$ cat src/rtl/nibble_serial_add_if.sv
// Request/result bus of nibble_serial_add plus the link to the external 4-bit adder.
// SERIAL_ADD_OVF_EN adds the signed-overflow flag ovf.
interface nibble_serial_add_if #(
  parameter int NIBBLES = 4
);
  localparam int W = 4 * NIBBLES;

  logic         start;
  logic [W-1:0] a;
  logic [W-1:0] b;
  logic         cin;
  logic         ready;
  logic         busy;
  logic         done;
  logic [W-1:0] sum;
  logic         cout;
  logic [3:0]   add_a;
  logic [3:0]   add_b;
  logic         add_cin;
  logic [3:0]   add_s;
  logic         add_cout;
`ifdef SERIAL_ADD_OVF_EN
  logic         ovf;
`endif

  // master: requester that also hosts the combinational adder
  modport master (
    output start, a, b, cin, add_s, add_cout,
    input  ready, busy, done, sum, cout, add_a, add_b, add_cin
`ifdef SERIAL_ADD_OVF_EN
    , input ovf
`endif
  );

  modport slave (
    input  start, a, b, cin, add_s, add_cout,
    output ready, busy, done, sum, cout, add_a, add_b, add_cin
`ifdef SERIAL_ADD_OVF_EN
    , output ovf
`endif
  );
endinterface

$ cat src/rtl/nibble_serial_add.sv
// Wide unsigned add performed one nibble per clock through an external 4-bit adder.
// Optional SERIAL_ADD_OVF_EN registers a two's-complement overflow flag with the final carry.
module nibble_serial_add #(
  parameter int NIBBLES = 4
) (
  input logic               clk,
  input logic               rst,
  nibble_serial_add_if.slave bus
);
  localparam int W  = 4 * NIBBLES;
  localparam int KW = (NIBBLES > 1) ? $clog2(NIBBLES) : 1;

  typedef enum logic [1:0] {
    IDLE = 2'd0,
    RUN  = 2'd1,
    DONE = 2'd2
  } state_t;

  state_t        state_q, state_d;
  logic [KW-1:0] k_q, k_d;
  logic [W-1:0]  a_q, a_d;
  logic [W-1:0]  b_q, b_d;
  logic [W-1:0]  sum_q, sum_d;
  logic          c_q, c_d;
  logic          cout_q, cout_d;
`ifdef SERIAL_ADD_OVF_EN
  logic          ovf_q, ovf_d;
`endif

  logic          last_nib;
  logic [KW+1:0] sh;
  logic [W-1:0]  a_sh;
  logic [W-1:0]  b_sh;

  assign last_nib = (k_q == KW'(NIBBLES - 1));
  assign sh       = {k_q, 2'b00};
  assign a_sh     = a_q >> sh;
  assign b_sh     = b_q >> sh;

  always_ff @(posedge clk or posedge rst) begin
    if (rst) begin
      state_q <= IDLE;
      k_q     <= '0;
      a_q     <= '0;
      b_q     <= '0;
      c_q     <= 1'b0;
      sum_q   <= '0;
      cout_q  <= 1'b0;
`ifdef SERIAL_ADD_OVF_EN
      ovf_q   <= 1'b0;
`endif
    end else begin
      state_q <= state_d;
      k_q     <= k_d;
      a_q     <= a_d;
      b_q     <= b_d;
      c_q     <= c_d;
      sum_q   <= sum_d;
      cout_q  <= cout_d;
`ifdef SERIAL_ADD_OVF_EN
      ovf_q   <= ovf_d;
`endif
    end
  end

  always_comb begin
    state_d = state_q;
    k_d     = k_q;
    a_d     = a_q;
    b_d     = b_q;
    c_d     = c_q;
    sum_d   = sum_q;
    cout_d  = cout_q;
`ifdef SERIAL_ADD_OVF_EN
    ovf_d   = ovf_q;
`endif
    case (state_q)
      IDLE: begin
        if (bus.start) begin
          state_d = RUN;
          a_d     = bus.a;
          b_d     = bus.b;
          c_d     = bus.cin;
          k_d     = '0;
          sum_d   = '0;
          cout_d  = 1'b0;
`ifdef SERIAL_ADD_OVF_EN
          ovf_d   = 1'b0;
`endif
        end
      end
      RUN: begin
        // Replace only the current nibble; the carry chain runs solely through c_q.
        sum_d = (sum_q & ~(W'(4'hF) << sh)) | (W'(bus.add_s) << sh);
        c_d   = bus.add_cout;
        if (last_nib) begin
          state_d = DONE;
          cout_d  = bus.add_cout;
`ifdef SERIAL_ADD_OVF_EN
          ovf_d   = (a_q[W-1] == b_q[W-1]) && (bus.add_s[3] != a_q[W-1]);
`endif
        end else begin
          k_d = k_q + KW'(1);
        end
      end
      DONE:    state_d = IDLE;
      default: state_d = IDLE;
    endcase
  end

  assign bus.ready   = (state_q == IDLE);
  assign bus.busy    = (state_q == RUN);
  assign bus.done    = (state_q == DONE);
  assign bus.sum     = sum_q;
  assign bus.cout    = cout_q;
  assign bus.add_a   = (state_q == RUN) ? a_sh[3:0] : 4'h0;
  assign bus.add_b   = (state_q == RUN) ? b_sh[3:0] : 4'h0;
  assign bus.add_cin = (state_q == RUN) ? c_q : 1'b0;
`ifdef SERIAL_ADD_OVF_EN
  assign bus.ovf     = ovf_q;
`endif

endmodule

$ cat src/flat_wrapper.sv
// flat-port wrapper written by rule: the top's interface ports become plain ports
module nibble_serial_add_flat 
#(
  parameter int NIBBLES = 4
)
  (clk, rst, bus_start, bus_a, bus_b, bus_cin, bus_add_s, bus_add_cout, bus_ready, bus_busy, bus_done, bus_sum, bus_cout, bus_add_a, bus_add_b, bus_add_cin);
  nibble_serial_add_if #(.NIBBLES(NIBBLES)) bus_i ();
  input logic clk;
  input logic rst;
  input wire logic [$bits(bus_i.start)-1:0] bus_start;
  input wire logic [$bits(bus_i.a)-1:0] bus_a;
  input wire logic [$bits(bus_i.b)-1:0] bus_b;
  input wire logic [$bits(bus_i.cin)-1:0] bus_cin;
  input wire logic [$bits(bus_i.add_s)-1:0] bus_add_s;
  input wire logic [$bits(bus_i.add_cout)-1:0] bus_add_cout;
  output wire logic [$bits(bus_i.ready)-1:0] bus_ready;
  output wire logic [$bits(bus_i.busy)-1:0] bus_busy;
  output wire logic [$bits(bus_i.done)-1:0] bus_done;
  output wire logic [$bits(bus_i.sum)-1:0] bus_sum;
  output wire logic [$bits(bus_i.cout)-1:0] bus_cout;
  output wire logic [$bits(bus_i.add_a)-1:0] bus_add_a;
  output wire logic [$bits(bus_i.add_b)-1:0] bus_add_b;
  output wire logic [$bits(bus_i.add_cin)-1:0] bus_add_cin;
  assign bus_i.start = bus_start;
  assign bus_i.a = bus_a;
  assign bus_i.b = bus_b;
  assign bus_i.cin = bus_cin;
  assign bus_i.add_s = bus_add_s;
  assign bus_i.add_cout = bus_add_cout;
  assign bus_ready = bus_i.ready;
  assign bus_busy = bus_i.busy;
  assign bus_done = bus_i.done;
  assign bus_sum = bus_i.sum;
  assign bus_cout = bus_i.cout;
  assign bus_add_a = bus_i.add_a;
  assign bus_add_b = bus_i.add_b;
  assign bus_add_cin = bus_i.add_cin;
  nibble_serial_add #(.NIBBLES(NIBBLES)) u_core (.clk(clk), .rst(rst), .bus(bus_i));
endmodule
$ cat config.mk
export PLATFORM = sky130hd
export DESIGN_NAME = nibble_serial_add_flat
export DESIGN_NICKNAME = d
export VERILOG_FILES = /design/src/rtl/nibble_serial_add_if.sv /design/src/rtl/nibble_serial_add.sv /design/src/flat_wrapper.sv
export SDC_FILE = /design/constraint.sdc
export NUM_CORES = 1
export LEC_CHECK = 0
export CORE_MARGIN = 4
export CORE_UTILIZATION = 49
export CTS_BUF_LIST = sky130_fd_sc_hd__clkbuf_2 sky130_fd_sc_hd__clkbuf_4 sky130_fd_sc_hd__clkbuf_8
export DETAILED_ROUTE_END_ITERATION = 6
export PLACE_DENSITY = 0.8
export SLEW_MARGIN = 30
export SYNTH_ARGS = -nofsm -noshare
export SYNTH_HDL_FRONTEND = slang
export SYNTH_SLANG_ARGS = --single-unit
$ cat constraint.sdc
create_clock -name clk -period 1.7 [get_ports clk]
set_input_delay 0.17 -clock clk [delete_from_list [all_inputs] [get_ports clk]]
set_output_delay 0.17 -clock clk [all_outputs]
set_load 0.01 [all_outputs]
==> flow_summary.json, run 1 <==
{
  "wl_per_cell_um": 16.13,
  "ys_seq_area_frac": 0.5607,
  "synthAdderAreaFrac": 0.02077,
  "drive_gt1_frac": 0.3198,
  "ir_drop_mv": 0.9190,
  "critPathMaxFanout": 7,
  "initial_core_util": 0.5068,
  "gr-total-overflow": 0,
  "rsz0062_at_grt": "true",
  "clock_path_buffers": 2,
  "finClkSkew_ns": 0.007429,
  "synth_area_sq_mm": 0.002410,
  "gp_congestion": 0.7577,
  "antenna_found_initial": 0,
  "drt.antenna.violating_nets": 0,
  "die_height_um": 78.13,
  "grt_max_degree": 55,
  "ys_types": 23,
  "timing.fmax_mhz": 554.2,
  "dieArea_sq_mm": 0.006104,
  "yosys_warnings": 0,
  "synth-xor-area-share": 0,
  "drc": 0,
  "hp-class": "in -> async",
  "core-area_sq_mm": 0.004755,
  "setup_ws_ns": -0.1044,
  "synthSimpleGateAreaFrac": 0.06386,
  "r2r_end": "u_core.k_q[0]",
  "status": "finished with violations",
  "io_buffers": 69,
  "n_antenna_cell": 0,
  "synth_mux_area_frac": 0.2290,
  "dpl.hpwl_um": 3804,
  "cp_data_required_time_ns": 1.53,
  "clk_latency_ns": 0.30,
  "synth_top_family_by_area": "multiplexers",
  "report.final.hold_viol_count": 0,
  "cts.sinks": 54,
  "layout_common_cells": "clkdlybuf4s50_1 (57), dfrtp_1 (54), mux2_2 (30)",
  "fin_crit_ns": 1.804,
  "arrival_ns": 1.63,
  "wl_met1_um": 2131,
  "reg2reg_slack_ns": 0.09,
  "drv_cap": 0,
  "reg2reg_from": "u_core.k_q[0]",
  "start_kind": "register",
  "nets": 292,
  "cellPowerDensity_mw_per_mm2": 1807,
  "worst_pin_slew_ns": 0.5039,
  "route.met2.wl_um": 2645,
  "end_kind": "output port",
  "grt_usage": 0.1806,
  "die_w_um": 78.13,
  "top_layer": "met4",
  "post-route-period-util": 1.061,
  "ys_seq_elements": 54,
  "layout_commonest_cell": "clkdlybuf4s50_1",
  "clk_pin_slew_ns": 0.08,
  "synth_fp_nets": 209,
  "finalSetupViolations": 7,
  "fp-row-count": 25,
  "violations": "setup timing",
  "p_leak_nw": 1.479,
  "nFillCells": 363,
  "r2r_cells": 6,
  "dr.pass1.iters": 4,
  "route.vias.total": 1604,
  "setup_tns_ns": -0.5088,
  "io_pins": 70,
  "routed_wl_um": 5066,
  "root_buffer": "clkbuf_8",
  "cts.htree.levels": 2,
  "drt_iter0_drc": 56,
  "first_global_vias": 1769,
  "grt_pass1_wl_um": 8556,
  "final_max_slew_viol_count": 0,
  "postSynthCellCount": 164,
  "synth_compound_gate_area_share": 0.08463,
  "critPathKind": "reg -> out",
  "route.met3.wl_um": 234,
  "viasPerCell": 5.108,
  "numCtsBuffers": 5,
  "final_util": 0.7061,
  "synth_area_per_cell_sq_um": 14.69,
  "relSlewSlack": 0.6615,
  "tritoncts": "built",
  "syn_to_final_growth_pct": 39.30
}
cell type report:
class                   count  area (sq um)  share of cell area
inverters                   6         22.52            0.006709
clock buffers               7         83.83             0.02497
multi-input cells          96         979.7              0.2918
repair buffers             84         835.8              0.2490
well taps                  67         83.83             0.02497
flip-flops and latches     54          1351              0.4025
flip-flops by register name (all words and copies together) (netlist names):
signal / flops
u_core.b_q: 16
u_core.a_q: 16
u_core.bus.cout: 1
u_core.bus.sum: 16
u_core.state_q: 2
u_core.c_q: 1
u_core.k_q: 2
layer usage:
layer,vias to the layer above,global-route usage
met4,0,0.05594
met1,797,0.2212
met3,6,0.04817
met5,-,0
met2,43,0.3125
li1,758,-
cell families (layout without fill, tap and decap cells):
| group | after synthesis | after routing |
|---|---|---|
| buffers and inverters | 14 | 97 |
| adders and majority gates | 4 | 4 |
| DFF | 54 | 54 |
| and+or+nand+nor | 26 | 26 |
| AOI/OAI and AO/OA | 25 | 25 |
| muxes | 41 | 41 |
metrics by stage:
stage                     instance area (sq um)  cells  total power [mW]  hold slack [ns]  setup slack, ns
after floorplan                            2410    164             4.032           0.3025           0.2154
after global placement                     3251    306             5.256           0.4628          -0.1123
after detailed placement                   3251    306             5.331           0.4731          -0.1354
after CTS                                  3314    314             5.948           0.2441          -0.1032
after global routing                       3357    314             6.485           0.2652          -0.1798
final                                      3357    314             6.066           0.2362          -0.1044
worst max-delay path, cell delays in order, from the launching register on:
cell and delay, ns:
dfrtp_1 0.39, buf_6 0.16, mux4_2 0.51, and2_4 0.16, buf_6 0.11
Yosys cell counts:
cell / n / area (sq um)
nor3b_1: 1 / 7.510
buf_4: 2 / 15.01
nor3_1: 4 / 20.02
buf_2: 1 / 5.000
mux4_2: 8 / 180.2
buf_6: 5 / 56.30
nor2b_1: 1 / 6.260
ha_1: 4 / 50.05
nand2_1: 4 / 15.01
nor2_1: 3 / 11.26
a22o_1: 17 / 148.9
dfrtp_1: 54 / 1351
a21o_1: 3 / 22.52
and2_1: 10 / 62.56
o21ai_0: 2 / 10.01
a31oi_1: 1 / 6.260
a22oi_1: 1 / 7.510
nor3b_4: 1 / 18.77
mux2_1: 3 / 33.78
mux2_2: 30 / 337.8
inv_1: 6 / 22.52
nand2b_1: 2 / 12.51
a21oi_2: 1 / 8.760
power breakdown:
group | internal [mW] | switching (mW)
registers | 1.87 | 0.308
logic | 1.96 | 1.24
clock network | 0.316 | 0.365
total | 4.15 | 1.91
worst max-delay path by stage:
| stage | end | start | cells past startpoint |
|---|---|---|---|
| after floorplan | u_core.a_q[0] | rst | 1 |
| after global placement | bus_add_a[1] | u_core.k_q[0] | 4 |
| after detailed placement | bus_add_a[2] | u_core.k_q[0] | 4 |
| after CTS | bus_add_a[2] | u_core.k_q[0] | 4 |
| after global routing | bus_add_a[2] | u_core.k_q[0] | 4 |
| final | bus_add_a[2] | u_core.k_q[0] | 4 |
what timing repair did:
item / CTS / global route
hold buffers: 0 / 0
setup buffers: 2 / 0
resized for setup: 42 / 11
pin swaps: 7 / 1
endpoints found under the setup margin: 12 / 11
Power figures use the tool's default switching activity.
==> run 2, diff against run 1 <==
Settings changed: RECOVER_POWER set to 50.
Clock period 1.7 ns to 1.9 ns, I/O delays scaled along.
==> flow_summary.json, run 2 (synthesis gave the netlist of run 1 again) <==
{
  "root_buffer": "clkbuf_8",
  "wl_per_cell_um": 16.02,
  "first_global_vias": 1731,
  "ir_drop_mv": 0.9269,
  "start_kind": "register",
  "syn_to_final_growth_pct": 38.16,
  "dieArea_sq_mm": 0.006104,
  "crit_top_cell": "buf_6",
  "status": "finished, final reports clean",
  "drv_cap": 0,
  "clk_latency_ns": 0.31,
  "reg2reg_from": "u_core.k_q[0]",
  "finalSetupViolations": 0,
  "antenna_found_initial": 0,
  "slowest_delay_ns": 0.48,
  "clk_pin_slew_ns": 0.09,
  "numCtsBuffers": 5,
  "route.vias.total": 1613,
  "drc": 0,
  "reg2reg_slack_ns": 0.18,
  "r2r_end": "u_core.k_q[0]",
  "post-route-period-util": 0.9936,
  "drt_iter0_drc": 81,
  "core-area_sq_mm": 0.004755,
  "power_frac_clock": 0.169,
  "layout_common_cells": "clkdlybuf4s50_1 (58), dfrtp_1 (54), mux2_2 (30)",
  "gp_congestion": 0.7447,
  "nFillCells": 359,
  "p_leak_nw": 1.453,
  "seqPwrFrac": 0.355,
  "r2r_cells": 6,
  "min_to": "u_core.a_q[7]",
  "finClkSkew_ns": 0.01672,
  "dpl.hpwl_um": 3575,
  "netSwitchingFraction": 0.3102,
  "final_max_slew_viol_count": 0,
  "cts.htree.levels": 2,
  "cts.sinks": 54,
  "stdcell_count": 311,
  "relSlewSlack": 0.1560,
  "setup_tns_ns": 0,
  "dr.pass1.iters": 4,
  "drt.antenna.violating_nets": 0,
  "hold_depth": 2,
  "die_w_um": 78.13,
  "intPower_mw": 3.794,
  "fin_crit_ns": 1.888,
  "routed_wl_um": 4982,
  "end_kind": "output port",
  "critPathKind": "reg -> out",
  "report.final.hold_viol_count": 0,
  "nets": 288,
  "slowest_stage": "mux4_2",
  "io_pins": 70,
  "pwr-share-comb": 0.476,
  "viasPerCell": 5.186,
  "layout_commonest_cell": "clkdlybuf4s50_1",
  "n_antenna_cell": 0,
  "worstPathCellList": "buf_6 > buf_6 > mux4_2 > and2_4 > buf_6",
  "clock_path_buffers": 2,
  "io_buffers": 69,
  "tritoncts": "built",
  "p_switching_mw": 1.706,
  "gr-total-overflow": 0,
  "fp-row-count": 25,
  "worst_pin_slew_ns": 1.266,
  "grt_usage": 0.1708,
  "arrival_ns": 1.70,
  "cp_data_required_time_ns": 1.71,
  "cellPowerDensity_mw_per_mm2": 1652,
  "grt_max_degree": 55,
  "timing.fmax_mhz": 529.7,
  "hp-start": "bus_a[7]",
  "critPathMaxFanout": 7,
  "die_height_um": 78.13,
  "hp-class": "in -> reg",
  "drive_gt1_frac": 0.2828,
  "rsz0062_at_grt": "true",
  "grt_pass1_wl_um": 8135,
  "dp_cells": 301,
  "initial_core_util": 0.5068
}
[run 2: cell count changes in the layout (fill, tap and decap cells not counted), moves of 2 or more]
cell,change
and2_1,+4
buf_2,+2
bufinv_16,+2
clkbuf_2,+3
and2_4,-4
buf_4,-3
clkbuf_4,-2
inv_2,-2
buf_6,-6
[run 2: per-stage QoR]
| step | instance area (sq um) | total power [mW] | utilization | hold slack (ns) | setup WS [ns] |
|---|---|---|---|---|---|
| 2_1_floorplan | 2410 | 3.608 | - | 0.3225 | 0.3954 |
| 3_3_place_gp | 3213 | 4.623 | 0.6758 | 0.4635 | 0.04742 |
| 3_5_place_dp | 3213 | 4.681 | 0.6758 | 0.4756 | 0.03341 |
| 4_1_cts | 3362 | 5.596 | 0.7071 | 0.2521 | -0.05969 |
| 5_1_grt | 3329 | 5.848 | 0.7003 | 0.4823 | -0.04764 |
| 6_report | 3329 | 5.501 | 0.7003 | 0.4886 | 0.01212 |
[run 2: worst max-delay path by stage]
stage / endpoint / depth (start not counted) / slack (ns) / startpoint
floorplan: u_core.a_q[0] / 1 / 0.40 / rst
global placement: bus_add_a[2] / 4 / 0.05 / u_core.k_q[0]
detailed placement: bus_add_a[2] / 4 / 0.03 / u_core.k_q[0]
CTS: bus_add_a[1] / 6 / -0.06 / u_core.k_q[0]
global route: bus_add_a[1] / 5 / -0.05 / u_core.k_q[0]
finish: bus_add_a[1] / 5 / 0.01 / u_core.k_q[0]
[run 2: critical path: cells and delay by family (launching register included)]
family | cells | cell delay (ns)
buf+inv | 3 | 0.37
flops | 1 | 0.37
mux | 1 | 0.48
simple gates | 1 | 0.18
[run 2: final cells by class]
class	instances	area, sq um	area share
Sequential cell	54	1351	0.4059
Clock buffer	6	82.58	0.02480
Timing Repair Buffer	80	762.0	0.2289
Inverter	6	22.52	0.006764
Tap cell	67	83.83	0.02518
Clock inverter	2	60.06	0.01804
Multi-Input combinational cell	96	967.2	0.2905
[run 2: routing by layer]
metal | track usage | part of all wire | vias to the layer above
met1 | 0.2130 | 0.43 | 810
li1 | - | - | 756
met2 | 0.2928 | 0.51 | 38
met5 | 0 | 0 | -
met4 | 0.06818 | 0.018 | 0
met3 | 0.03326 | 0.043 | 9
[run 2: timing repair]
item	in CTS	in global routing
endpoints found under the setup margin	10	8
pin swaps	1	1
hold buffers	0	0
resized for setup	28	7
setup buffers	3	0
[run 2: power by group through the flow]
stage          combinational [mW]  sequential [mW]  clock, mW
2_1_floorplan                1.65             1.96          0
3_3_place_gp                 2.67             1.96          0
3_5_place_dp                 2.70             1.98          0
4_1_cts                      2.70             1.95      0.941
5_1_grt                      2.85             2.01      0.988
6_report                     2.62             1.95      0.932
